`config.mk`:
```
export PLATFORM = sky130hd
export DESIGN_NAME = rl_fifo_1r1w_ctrl
export DESIGN_NICKNAME = d
export VERILOG_FILES = /design/src/rtl/rl_fifo_pkg.sv /design/src/rtl/rl_fifo_outbuf.sv /design/src/rtl/rl_fifo_1r1w_ctrl.sv
export SDC_FILE = /design/constraint.sdc
export NUM_CORES = 1
export LEC_CHECK = 0
export ABC_AREA = 0
export CAP_MARGIN = 25
export CORE_UTILIZATION = 40
export CTS_CLUSTER_DIAMETER = 200
export DETAILED_ROUTE_END_ITERATION = 7
export HOLD_SLACK_MARGIN = 0.02
export PLACE_DENSITY = 0.71
export REMOVE_ABC_BUFFERS = 1
export SLEW_MARGIN = 20
export SYNTH_ARGS = -nofsm -noshare
export SYNTH_HDL_FRONTEND = slang
export SYNTH_SLANG_ARGS = --single-unit
```
`constraint.sdc`:
```
create_clock -name clk_i -period 13.5 [get_ports clk_i]
set_input_delay 1.35 -clock clk_i [delete_from_list [all_inputs] [get_ports clk_i]]
set_output_delay 1.35 -clock clk_i [all_outputs]
set_load 0.01 [all_outputs]
```
`src/rtl/rl_fifo_pkg.sv`:
```
// rtl/rl_fifo_pkg.sv - shared constants for the RAM-backed FIFO controller
package rl_fifo_pkg;

    localparam int OUTBUF_DEPTH = 2;
    localparam int OCC_W        = $clog2(OUTBUF_DEPTH + 1);

endpackage

```
`src/rtl/rl_fifo_outbuf.sv`:
```
// rtl/rl_fifo_outbuf.sv - 2-entry show-ahead output buffer fed by RAM read data
module rl_fifo_outbuf
    import rl_fifo_pkg::*;
#(
    parameter int DBITS = 32
) (
    input  logic             clk_i,
    input  logic             rst_i,
    input  logic             flush_i,
    input  logic             cap_i,
    input  logic [DBITS-1:0] cap_data_i,
    input  logic             pop_i,
    output logic [OCC_W-1:0] occ_o,
    output logic [DBITS-1:0] head_o
);

    logic [OCC_W-1:0] occ_q, occ_d, occ_s;
    logic [DBITS-1:0] slot0_q, slot0_d, slot1_q, slot1_d;

    // Shift on pop first, then place the captured word behind whatever remains.
    always_comb begin
        occ_s   = occ_q - OCC_W'(pop_i);
        slot0_d = pop_i ? slot1_q : slot0_q;
        slot1_d = slot1_q;
        if (cap_i) begin
            if (occ_s == '0) begin
                slot0_d = cap_data_i;
            end else begin
                slot1_d = cap_data_i;
            end
        end
        occ_d = occ_s + OCC_W'(cap_i);
    end

    always_ff @(posedge clk_i) begin
        if (rst_i || flush_i) begin
            occ_q <= '0;
        end else begin
            occ_q <= occ_d;
        end
        slot0_q <= slot0_d;
        slot1_q <= slot1_d;
    end

    assign occ_o  = occ_q;
    assign head_o = slot0_q;

endmodule

```
`src/rtl/rl_fifo_1r1w_ctrl.sv`:
```
// rtl/rl_fifo_1r1w_ctrl.sv - FIFO controller sequencing an external 1R1W RAM with prefetch
module rl_fifo_1r1w_ctrl
    import rl_fifo_pkg::*;
#(
    parameter int ABITS    = 10,
    parameter int DBITS    = 32,
    parameter int AFULL_TH = 2**ABITS - 4
) (
    input  logic                   clk_i,
    input  logic                   rst_i,
    input  logic                   flush_i,
    input  logic                   push_i,
    input  logic [DBITS-1:0]       din_i,
    output logic                   full_o,
    output logic                   almost_full_o,
    output logic                   valid_o,
    input  logic                   ready_i,
    output logic [DBITS-1:0]       dout_o,
    output logic [ABITS+1:0]       count_o,
    output logic                   overflow_o,
    output logic [ABITS-1:0]       ram_waddr_o,
    output logic [DBITS-1:0]       ram_din_o,
    output logic                   ram_we_o,
    output logic [(DBITS+7)/8-1:0] ram_be_o,
    output logic [ABITS-1:0]       ram_raddr_o,
    output logic                   ram_re_o,
    input  logic [DBITS-1:0]       ram_dout_i
);

    localparam int DEPTH = 2**ABITS;

    typedef logic [ABITS-1:0] ptr_t;
    typedef logic [ABITS:0]   cnt_t;

    ptr_t             wptr_q, rptr_q;
    cnt_t             ramcnt_q, ramcnt_d;
    logic             inflight_q;
    logic [ABITS+1:0] count_q, count_d;
    logic             full_q, afull_q, ovf_q;
    logic [OCC_W-1:0] bufocc;
    logic [DBITS-1:0] head;
    logic             pop, wr, re;
    logic [2:0]       slots_used;

    assign pop = (bufocc != '0) && ready_i;
    assign wr  = push_i && !full_q && !flush_i;

    // Slots still claimed after this cycle's pop; a new read may be issued only if one is free.
    assign slots_used = 3'(bufocc) + 3'(inflight_q) - 3'(pop);
    assign re         = (ramcnt_q != '0) && (slots_used < 3'd2);

    assign ramcnt_d = ramcnt_q + cnt_t'(wr) - cnt_t'(re);
    assign count_d  = count_q + (ABITS+2)'(wr) - (ABITS+2)'(pop);

    always_ff @(posedge clk_i) begin
        if (rst_i || flush_i) begin
            wptr_q     <= '0;
            rptr_q     <= '0;
            ramcnt_q   <= '0;
            inflight_q <= 1'b0;
            count_q    <= '0;
            full_q     <= 1'b0;
            afull_q    <= 1'b0;
            ovf_q      <= 1'b0;
        end else begin
            if (wr) wptr_q <= wptr_q + 1'b1;
            if (re) rptr_q <= rptr_q + 1'b1;
            ramcnt_q   <= ramcnt_d;
            inflight_q <= re;
            count_q    <= count_d;
            full_q     <= (ramcnt_d == cnt_t'(DEPTH));
            afull_q    <= (ramcnt_d >= cnt_t'(AFULL_TH));
            ovf_q      <= push_i && full_q;
        end
    end

    rl_fifo_outbuf #(
        .DBITS (DBITS)
    ) u_outbuf (
        .clk_i      (clk_i),
        .rst_i      (rst_i),
        .flush_i    (flush_i),
        .cap_i      (inflight_q),
        .cap_data_i (ram_dout_i),
        .pop_i      (pop),
        .occ_o      (bufocc),
        .head_o     (head)
    );

    assign full_o        = full_q;
    assign almost_full_o = afull_q;
    assign valid_o       = (bufocc != '0);
    assign dout_o        = head;
    assign count_o       = count_q;
    assign overflow_o    = ovf_q;
    assign ram_we_o      = wr;
    assign ram_waddr_o   = wptr_q;
    assign ram_din_o     = din_i;
    assign ram_be_o      = '1;
    assign ram_re_o      = re;
    assign ram_raddr_o   = rptr_q;

endmodule
```
**After elaboration in Yosys (flattened, before gate mapping)**

Cells that the tools add are included.

- Logic and storage cells: 40
- Flip-flop bits (word level): 113
- Input bits: 69
- Bits in latches: 0
- Memories kept: 0
- RAM bits: 0
- Memory bits (read-only): 0

- Order comparisons: 2
- $add $sub $neg: 10
- Eq/ne operators: 1
- Shift operators: 0
- Reduce and logical (&&, ||, !) cells: 12
- Bitwise logic cells: 1
- Multiply operators: 0
- Div/mod/pow operators: 0
- Multiplexer cells: 3

Operators by type and width:

| kind | count |
|---|---|
| two-way mux 32 bit | 3 |
| adder 10 x 1 -> 10 bit (second input constant) | 2 |
| adder 12 x 1 -> 12 bit | 1 |
| subtractor 12 x 1 -> 12 bit | 1 |
| adder 11 x 1 -> 11 bit | 1 |
| == test 11 bit (second input constant) | 1 |
| >= comparator 11 x 10 -> 1 bit (second input constant) | 1 |
| nonzero test 11 bit | 1 |
| subtractor 11 x 1 -> 11 bit | 1 |
| logical AND 1 bit | 5 |
| adder 2 x 1 -> 3 bit | 1 |
| < comparator 3 x 2 -> 1 bit (second input constant) | 1 |
| subtractor 3 x 1 -> 3 bit | 1 |
| adder 2 x 1 -> 2 bit | 1 |
| logical NOT 1 bit | 2 |
| logical NOT 2 bit | 1 |
| AND reduction 2 bit | 1 |
| nonzero test 2 bit | 1 |
| subtractor 2 x 1 -> 2 bit | 1 |
| logical OR 1 bit | 1 |
| NOT 1 bit | 1 |

**Longest topological paths before layout**

Gate-level depths: netlist of the first run.

- Depth in word-level cells: 7
- Mapped depth: 19
- Gate-level depth less buffers: 17

**Modules after synthesis**

Synthesis of the first run repeated with hierarchy kept, for this count alone.

- Cells, all modules: 496
- Area total of the unflattened synthesis: 5803.1 sq um

By module, submodules not included:

| module | instances | area an instance (sq um) | cells each | sequential area each (sq um) |
|---|---|---|---|---|
| rl_fifo_1r1w_ctrl | 1 | 3049.2 | 350 | 940.9 |
| rl_fifo_outbuf | 1 | 2753.9 | 146 | 1641.6 |

**Least setup slack after synthesis of the first run**

Ideal clock, no wire load.

- Kind: input port to flip-flop
- Start: in ready_i
- End: reg afull_q (netlist: almost_full_o)
- Path slack: 7794 ps
- Data required time: 13416 ps
- Data arrival time: 5622 ps
- Path buffers: 2
- Cell stages on the path: 19
- Cell sequence: o21ai_0 buf_2 buf_1 or2_2 inv_1 fa_1 xnor2_1 nand2_1 a21oi_1 ha_1 inv_1 ha_1 fa_1 a211o_2 a31oi_4 a31oi_1 xnor2_1 or4b_1 o31ai_2

- Longest elaborated chain between the ends: 6

Ends and longest elaborated chain:

| item | line | source |
|---|---|---|
| from (decl) | rl_fifo_1r1w_ctrl.sv:17 | `input logic ready_i,` |
| logical AND 1 bit | rl_fifo_1r1w_ctrl.sv:45 | `assign pop = (bufocc != '0) && ready_i;` |
| subtractor 3 x 1 -> 3 bit | rl_fifo_1r1w_ctrl.sv:49 | `assign slots_used = 3'(bufocc) + 3'(inflight_q) - 3'(pop);` |
| < comparator 3 x 2 -> 1 bit | rl_fifo_1r1w_ctrl.sv:50 | `assign re = (ramcnt_q != '0) && (slots_used < 3'd2);` |
| logical AND 1 bit | rl_fifo_1r1w_ctrl.sv:50 |  |
| via ram_re_o | rl_fifo_1r1w_ctrl.sv:26 | `output logic ram_re_o,` |
| subtractor 11 x 1 -> 11 bit | rl_fifo_1r1w_ctrl.sv:52 | `assign ramcnt_d = ramcnt_q + cnt_t'(wr) - cnt_t'(re);` |
| >= comparator 11 x 10 -> 1 bit | rl_fifo_1r1w_ctrl.sv:72 | `afull_q <= (ramcnt_d >= cnt_t'(AFULL_TH));` |
| to (signal assigned) | rl_fifo_1r1w_ctrl.sv:72 |  |
| to (decl) | rl_fifo_1r1w_ctrl.sv:39 | `logic full_q, afull_q, ovf_q;` |

The timed path passes the listed nets, and every way through them passes these cells.
A chain may end at the register's enable or synchronous reset.

**Worst setup path in the final report of the first run**

- Start: in ready_i
- End: reg afull_q (netlist: almost_full_o)

- Longest elaborated chain between the ends: 6

Ends and longest elaborated chain:

| item | line |
|---|---|
| logical AND 1 bit | rl_fifo_1r1w_ctrl.sv:45 |
| subtractor 3 x 1 -> 3 bit | rl_fifo_1r1w_ctrl.sv:49 |
| < comparator 3 x 2 -> 1 bit | rl_fifo_1r1w_ctrl.sv:50 |
| logical AND 1 bit | rl_fifo_1r1w_ctrl.sv:50 |
| subtractor 11 x 1 -> 11 bit | rl_fifo_1r1w_ctrl.sv:52 |
| >= comparator 11 x 10 -> 1 bit | rl_fifo_1r1w_ctrl.sv:72 |

No other way between the ends.

==> results.rst, run 1 <==
.. list-table::
   :header-rows: 1

   * - Metric
     - Value
   * - Fin. max-slew vios
     - 0
   * - Final Hold Slack
     - 0.493 ns
   * - Placement-stage cell area
     - 6430 sq um
   * - EDFF count, synth
     - 32
   * - Warnings from Yosys
     - 0
   * - Flop and latch count out of synthesis
     - 113
   * - Cell leakage power
     - 2.89 nW
   * - Post-place setup slack
     - 7.62 ns
   * - Height of the die
     - 118 um
   * - Mean post-synth cell area
     - 10.0 sq um
   * - Area of the core
     - 13,200 sq um
   * - Kind of end point of the critical path
     - register
   * - Routed length per instance
     - 15.2 um
   * - Final cycle utilization of the critical path
     - 41.2%
   * - Critical path launch point type
     - primary input
   * - Die footprint
     - 14,000 sq um
   * - Number of instances in the synthesized netlist
     - 539
   * - Summed negative setup slack over all endpoints
     - 0 ns
   * - CP arrival
     - 5.88 ns
   * - Cell area after layout
     - 6990 sq um
   * - Number of global-route vias before repair
     - 3,846
   * - Resize count post-CTS
     - 0
   * - Pwr dens
     - 240 nW/um^2
   * - Width of the die
     - 118 um
   * - Estimated wirelength of the detail-placed design
     - 8740 um
   * - Slew margin rel.
     - 52.6%
   * - Share of post-route cells with drive strength above 1
     - 7.42%
   * - Pre-antenna DRT Iters
     - 4
   * - Number of antenna-violating nets in the routed design
     - 0
   * - Final estimated routing congestion in global placement
     - 0.857
   * - Netlist area before placement
     - 5410 sq um
   * - Remaining global-route overflow
     - 0
   * - Max rail drop VDD
     - 0.000138 V
   * - Class of the worst hold path
     - reg2reg
   * - Placement Rows
     - 42
   * - Critical R2R Launch
     - u_outbuf.occ_o[1]
   * - Final worst-path setup slack
     - 7.94 ns
   * - Most common cell after layout, fill and taps aside
     - sky130_fd_sc_hd__clkdlybuf4s50_1
   * - Most instantiated flip-flop cell in the synthesis netlist
     - sky130_fd_sc_hd__dfxtp_1
   * - Critical-path maximum fanout
     - 7
   * - Achievable Freq
     - 0.180 GHz
   * - Worst Tran Pin Value
     - 0.710 ns
   * - Total of hold buffers inserted after clock tree synthesis
     - 0
   * - Unrepaired setup endpoints after global routing
     - no
   * - CTS tree
     - yes
   * - Count of port buffers added during placement
     - 106
   * - Effective utilization at floorplan
     - 41.0%
   * - Maximum buffer depth of the clock tree
     - 2
   * - Run status
     - completed
   * - Final setup violating endpoints
     - 0
   * - Max-capacitance violation count
     - 0
   * - Ant. Diodes
     - 0
   * - I/O pin count
     - 175
   * - Post-synthesis sequential area ratio
     - 47.8%
   * - Type of the worst setup path
     - in2reg
   * - Overall global routing resource usage
     - 18.3%
   * - Highest-count cells in the layout ignoring fill and taps
     - sky130_fd_sc_hd__clkdlybuf4s50_1 (106), sky130_fd_sc_hd__dfxtp_1 (81), sky130_fd_sc_hd__nor2_1 (72)
   * - Residual DRC
     - 0
   * - Worst setup path startpoint
     - ready_i
   * - H-tree depth reported by CTS
     - 4
   * - Maximum number of pins on one net before global-route repair
     - 45
   * - Global-route wire length before repair
     - 19,700 um
   * - Worst Skew
     - 0.00741 ns
   * - Library cells used by synthesis
     - 53
   * - Required time at the worst-slack endpoint
     - 13.82 ns
   * - Number of nets in the final layout
     - 724
   * - Proportion of synthesized flip-flops having asynchronous set or reset
     - 0%
   * - Clock network latency to the later pin of the worst-skew pair
     - 0.41 ns
   * - Post-synthesis to final-layout area growth
     - 29.2%
   * - Min-delay src
     - ram_raddr_o[9]
   * - Setup slack on the worst flop-to-flop path
     - 8.89 ns
   * - Clk Tree Root Cell
     - sky130_fd_sc_hd__clkbuf_16
   * - Hold violation count in the final report
     - 0
   * - Count of routing violations after the opening detailed-route iteration
     - 227
   * - Number of antenna violations at the first check in global routing
     - 0
   * - Vias
     - 4,049
   * - Clock sink count
     - 113
   * - Via-to-Cell Ratio
     - 5.00
   * - Post-Route WL
     - 12,300 um
   * - Core utilization of the finished layout
     - 53.0%
   * - CTS clock-pin slew for the worst setup and hold paths
     - 0.05 ns
   * - # Post-CTS Setup Buffers
     - 0
   * - Total CTS buffers
     - 17
   * - Time the worst path needs with I/O delays and setup
     - 5.56 ns
## metal layers
metal / up-vias / GRT usage (%) / part of all wire [%]
li1: 1978 / - / -
met1: 1902 / 23.8 / 47
met2: 150 / 25.3 / 42
met3: 19 / 8.83 / 9.0
met4: 0 / 7.93 / 2.0
met5: - / 1.47 / 0
## worst paths after layout
check | to | depth (start not counted)
worst min-delay path | ram_raddr_o[9] | 2
worst max-delay path | almost_full_o | 18
worst max register to register | almost_full_o | 17
worst min register to register | ram_raddr_o[9] | 2
## power breakdown
part	total [mW]	switching (mW)	internal, mW
sequential	0.480	0.0463	0.433
clock	0.417	0.151	0.267
combinational	0.776	0.399	0.377
total	1.67	0.596	1.08
## flip-flops by register name, indices dropped and copies added, names as in the netlist
| register | flops |
|---|---|
| u_outbuf.head_o | 32 |
| u_outbuf.slot1_q | 32 |
| count_o | 12 |
| ramcnt_q | 11 |
| ram_raddr_o | 10 |
| ram_waddr_o | 10 |
| u_outbuf.occ_o | 2 |
| almost_full_o | 1 |
| full_o | 1 |
| inflight_q | 1 |
| overflow_o | 1 |
## through the flow
step	total power, mW	std cells
CTS	1.68	808
finish	1.67	809
global route	1.78	809
global placement	1.22	776
floorplan	1.00	491
detailed placement	1.25	777
## critical path: stages
cell                              delay [ns]
sky130_fd_sc_hd__clkdlybuf4s50_1        0.52
sky130_fd_sc_hd__o21ai_4                0.09
sky130_fd_sc_hd__mux2i_1                0.25
sky130_fd_sc_hd__nand2_1                0.11
sky130_fd_sc_hd__fa_1                   0.38
sky130_fd_sc_hd__xnor2_1                0.15
sky130_fd_sc_hd__nand2_1                0.10
sky130_fd_sc_hd__a21oi_1                0.47
sky130_fd_sc_hd__ha_1                   0.24
sky130_fd_sc_hd__inv_1                  0.05
sky130_fd_sc_hd__ha_1                   0.20
sky130_fd_sc_hd__fa_1                   0.43
sky130_fd_sc_hd__a211o_2                0.34
sky130_fd_sc_hd__a31oi_4                0.20
sky130_fd_sc_hd__a31oi_1                0.14
sky130_fd_sc_hd__xnor2_1                0.18
sky130_fd_sc_hd__or4b_1                 0.50
sky130_fd_sc_hd__o31ai_2                0.20
## final cells by class
cell class / count / area (sq um)
sequential: 113 / 2580
inverter: 33 / 124
tap: 176 / 220
timing repair buffer: 111 / 1110
clock inverter: 13 / 123
clock buffer: 18 / 429
fill: 1170 / 6200
multi-input combinational: 345 / 2400
## synth_stat cells (2+ instances only)
| master | n | share of area, % |
|---|---|---|
| sky130_fd_sc_hd__or2_2 | 4 | 0.46 |
| sky130_fd_sc_hd__nand2b_1 | 6 | 0.69 |
| sky130_fd_sc_hd__nor3b_1 | 3 | 0.42 |
| sky130_fd_sc_hd__buf_1 | 2 | 0.14 |
| sky130_fd_sc_hd__o21ai_0 | 10 | 0.93 |
| sky130_fd_sc_hd__a21oi_1 | 46 | 4.3 |
| sky130_fd_sc_hd__mux2i_1 | 38 | 7.0 |
| sky130_fd_sc_hd__nand4_1 | 9 | 1.0 |
| sky130_fd_sc_hd__o21bai_1 | 2 | 0.28 |
| sky130_fd_sc_hd__a21o_1 | 4 | 0.56 |
| sky130_fd_sc_hd__xor2_1 | 16 | 2.6 |
| sky130_fd_sc_hd__ha_1 | 31 | 7.2 |
| sky130_fd_sc_hd__nor2_1 | 72 | 5.0 |
| sky130_fd_sc_hd__fa_1 | 3 | 1.1 |
| sky130_fd_sc_hd__o21a_1 | 5 | 0.69 |
| sky130_fd_sc_hd__buf_4 | 36 | 5.0 |
| sky130_fd_sc_hd__nor3_1 | 6 | 0.56 |
| sky130_fd_sc_hd__xnor2_1 | 14 | 2.3 |
| sky130_fd_sc_hd__nand3_1 | 7 | 0.65 |
| sky130_fd_sc_hd__dfxtp_1 | 81 | 30 |
| sky130_fd_sc_hd__nor2b_1 | 4 | 0.46 |
| sky130_fd_sc_hd__and2_1 | 8 | 0.93 |
| sky130_fd_sc_hd__inv_1 | 33 | 2.3 |
| sky130_fd_sc_hd__buf_2 | 4 | 0.37 |
| sky130_fd_sc_hd__nand2_1 | 18 | 1.2 |
| sky130_fd_sc_hd__or3_1 | 5 | 0.58 |
| sky130_fd_sc_hd__and3_1 | 7 | 0.81 |
| sky130_fd_sc_hd__edfxtp_1 | 32 | 18 |
| sky130_fd_sc_hd__clkbuf_1 | 9 | 0.62 |
## cell families after synthesis
family	synth area share (%)
other	0.0694
xor gates and xnor gates	4.86
AOI/OAI and AO/OA	9.33
and+or+nand+nor	14.2
buffers and inverters	8.42
muxes	7.04
adders and majority gates	8.29
DFF	47.8
Power figures use the tool's default switching activity.
==> run 2, diff against run 1 <==
--- a/config.mk
+++ b/config.mk
@@ -11,7 +11,7 @@
 export CTS_CLUSTER_DIAMETER = 200
 export DETAILED_ROUTE_END_ITERATION = 7
 export HOLD_SLACK_MARGIN = 0.02
-export PLACE_DENSITY = 0.71
+export PLACE_DENSITY = 0.74
 export REMOVE_ABC_BUFFERS = 1
 export SLEW_MARGIN = 20
 export SYNTH_ARGS = -nofsm -noshare
==> constraint.sdc (replaced) <==
create_clock -name clk_i -period 4.7 [get_ports clk_i]
set_input_delay 0.47 -clock clk_i [delete_from_list [all_inputs] [get_ports clk_i]]
set_output_delay 0.47 -clock clk_i [all_outputs]
set_load 0.01 [all_outputs]
==> run 2 against run 1 <==
- clock power grew to 3.3 times the previous value
- cell count is 0.12% higher
- critical path depth stayed put
- combinational power grew to 2.9 times the previous value
- largest cell class unchanged
==> results.rst, run 2 (same netlist as run 1, synthesis figures left out) <==
.. list-table::
   :header-rows: 1

   * - Metric
     - Value
   * - Run status
     - completed
   * - Slew margin rel.
     - 34.6%
   * - Fin. max-slew vios
     - 0
   * - Final estimated routing congestion in global placement
     - 0.872
   * - Residual DRC
     - 0
   * - Worst Skew
     - 0.00814 ns
   * - Total CTS buffers
     - 17
   * - Resize count post-CTS
     - 0
   * - Count of port buffers added during placement
     - 106
   * - Required time at the worst-slack endpoint
     - 5.02 ns
   * - CP arrival
     - 4.70 ns
   * - Overall global routing resource usage
     - 18.6%
   * - Clock network latency to the later pin of the worst-skew pair
     - 0.41 ns
   * - Remaining global-route overflow
     - 0
   * - Global-route wire length before repair
     - 20,300 um
   * - Share of post-route cells with drive strength above 1
     - 7.57%
   * - H-tree depth reported by CTS
     - 4
   * - Effective utilization at floorplan
     - 41.0%
   * - Die footprint
     - 14,000 sq um
   * - Clk Tree Root Cell
     - sky130_fd_sc_hd__clkbuf_16
   * - Post-synthesis to final-layout area growth
     - 30.7%
   * - Type of the worst setup path
     - in2reg
   * - Summed negative setup slack over all endpoints
     - 0 ns
   * - Number of nets in the final layout
     - 724
   * - Time the worst path needs with I/O delays and setup
     - 4.38 ns
   * - Filler Cell Count
     - 1,159
   * - # Post-CTS Setup Buffers
     - 0
   * - Clock sink count
     - 113
   * - Post-Route WL
     - 12,500 um
   * - Critical-path maximum fanout
     - 4
   * - Total power after layout
     - 5.02 mW
   * - Hold violation count in the final report
     - 0
   * - Achievable Freq
     - 0.228 GHz
   * - Kind of end point of the critical path
     - register
   * - Estimated wirelength of the detail-placed design
     - 8720 um
   * - I/O pin count
     - 175
   * - Critical path launch point type
     - primary input
   * - Routed length per instance
     - 15.4 um
   * - Pre-antenna DRT Iters
     - 4
   * - Pwr dens
     - 710 nW/um^2
   * - Final setup violating endpoints
     - 0
   * - Vias
     - 4,013
   * - Placement Rows
     - 42
   * - Area of the core
     - 13,200 sq um
   * - Height of the die
     - 118 um
   * - Maximum buffer depth of the clock tree
     - 2
   * - Width of the die
     - 118 um
   * - Final cycle utilization of the critical path
     - 93.2%
   * - Max rail drop VDD
     - 0.000362 V
   * - Highest-count cells in the layout ignoring fill and taps
     - sky130_fd_sc_hd__clkdlybuf4s50_1 (106), sky130_fd_sc_hd__dfxtp_1 (81), sky130_fd_sc_hd__nor2_1 (72)
   * - Number of global-route vias before repair
     - 4,007
   * - Number of antenna violations at the first check in global routing
     - 0
   * - Most common cell after layout, fill and taps aside
     - sky130_fd_sc_hd__clkdlybuf4s50_1
   * - CTS tree
     - yes
   * - Cell leakage power
     - 2.92 nW
   * - Ant. Diodes
     - 0
   * - Count of routing violations after the opening detailed-route iteration
     - 190
   * - Total of hold buffers inserted after clock tree synthesis
     - 0
   * - CTS clock-pin slew for the worst setup and hold paths
     - 0.05 ns
   * - Max-capacitance violation count
     - 0
   * - Maximum number of pins on one net before global-route repair
     - 43
   * - Via-to-Cell Ratio
     - 4.95
   * - Worst Tran Pin Value
     - 0.978 ns
   * - Unrepaired setup endpoints after global routing
     - no
   * - Class of the worst hold path
     - reg2reg
   * - Number of antenna-violating nets in the routed design
     - 0
==> run 2: worst max-delay path, cell delays in order <==
cell and delay (ns):
sky130_fd_sc_hd__clkdlybuf4s50_1 0.52, sky130_fd_sc_hd__o21ai_4 0.09, sky130_fd_sc_hd__mux2i_1 0.25, sky130_fd_sc_hd__nand2_1 0.11, sky130_fd_sc_hd__fa_1 0.39, sky130_fd_sc_hd__xnor2_1 0.13, sky130_fd_sc_hd__nand2_1 0.13, sky130_fd_sc_hd__a21oi_1 0.08
sky130_fd_sc_hd__ha_1 0.32, sky130_fd_sc_hd__inv_1 0.04, sky130_fd_sc_hd__ha_1 0.20, sky130_fd_sc_hd__fa_1 0.43, sky130_fd_sc_hd__a211o_2 0.34, sky130_fd_sc_hd__a31oi_4 0.19, sky130_fd_sc_hd__a31oi_1 0.13, sky130_fd_sc_hd__xnor2_1 0.18
sky130_fd_sc_hd__or4b_1 0.50, sky130_fd_sc_hd__o31ai_2 0.21
==> run 2: area by class of cell <==
cell class | instances | area (sq um) | share of cell area (%)
clock inverter | 13 | 190 | 2.69
timing repair buffer | 111 | 1110 | 15.7
inverter | 33 | 124 | 1.75
tap | 176 | 220 | 3.12
sequential | 113 | 2580 | 36.5
multi-input combinational | 345 | 2400 | 33.9
clock buffer | 19 | 443 | 6.27
==> run 2: worst paths after layout <==
| check | start | to | slack, ns | depth (start not counted) |
|---|---|---|---|---|
| max reg2reg | u_outbuf.occ_o[1] | almost_full_o | 0.40 | 17 |
| min reg2reg | ram_raddr_o[9] | ram_raddr_o[9] | 0.49 | 2 |
| max | ready_i | almost_full_o | 0.32 | 18 |
| min | ram_raddr_o[9] | ram_raddr_o[9] | 0.49 | 2 |
==> run 2: through the flow <==
stage / utilization [%] / setup slack [ns] / cell area [sq um] / hold slack (ns) / std cells
floorplan: - / -3.00 / 5090 / 0.502 / 491
global placement: 48.6 / 0.155 / 6410 / 0.468 / 777
detailed placement: 48.8 / -0.0421 / 6430 / 0.497 / 778
CTS: 53.6 / 0.357 / 7070 / 0.501 / 810
global route: 53.6 / 0.102 / 7070 / 0.527 / 810
finish: 53.6 / 0.319 / 7070 / 0.495 / 810
==> run 2: where the power goes <==
group          leakage, nW  internal, mW  switching [mW]
clock network        0.311         0.944           0.431
logic                 1.66          1.10            1.17
registers            0.957          1.25           0.134
total                 2.92          3.29            1.73
==> run 2: per-layer routing <==
layer	wire, um	up-vias	GRT usage (%)
met3	1260	11	10.3
met2	5500	157	27.5
li1	-	1968	-
met4	111	0	5.77
met5	0	-	1.47
met1	5640	1877	22.7
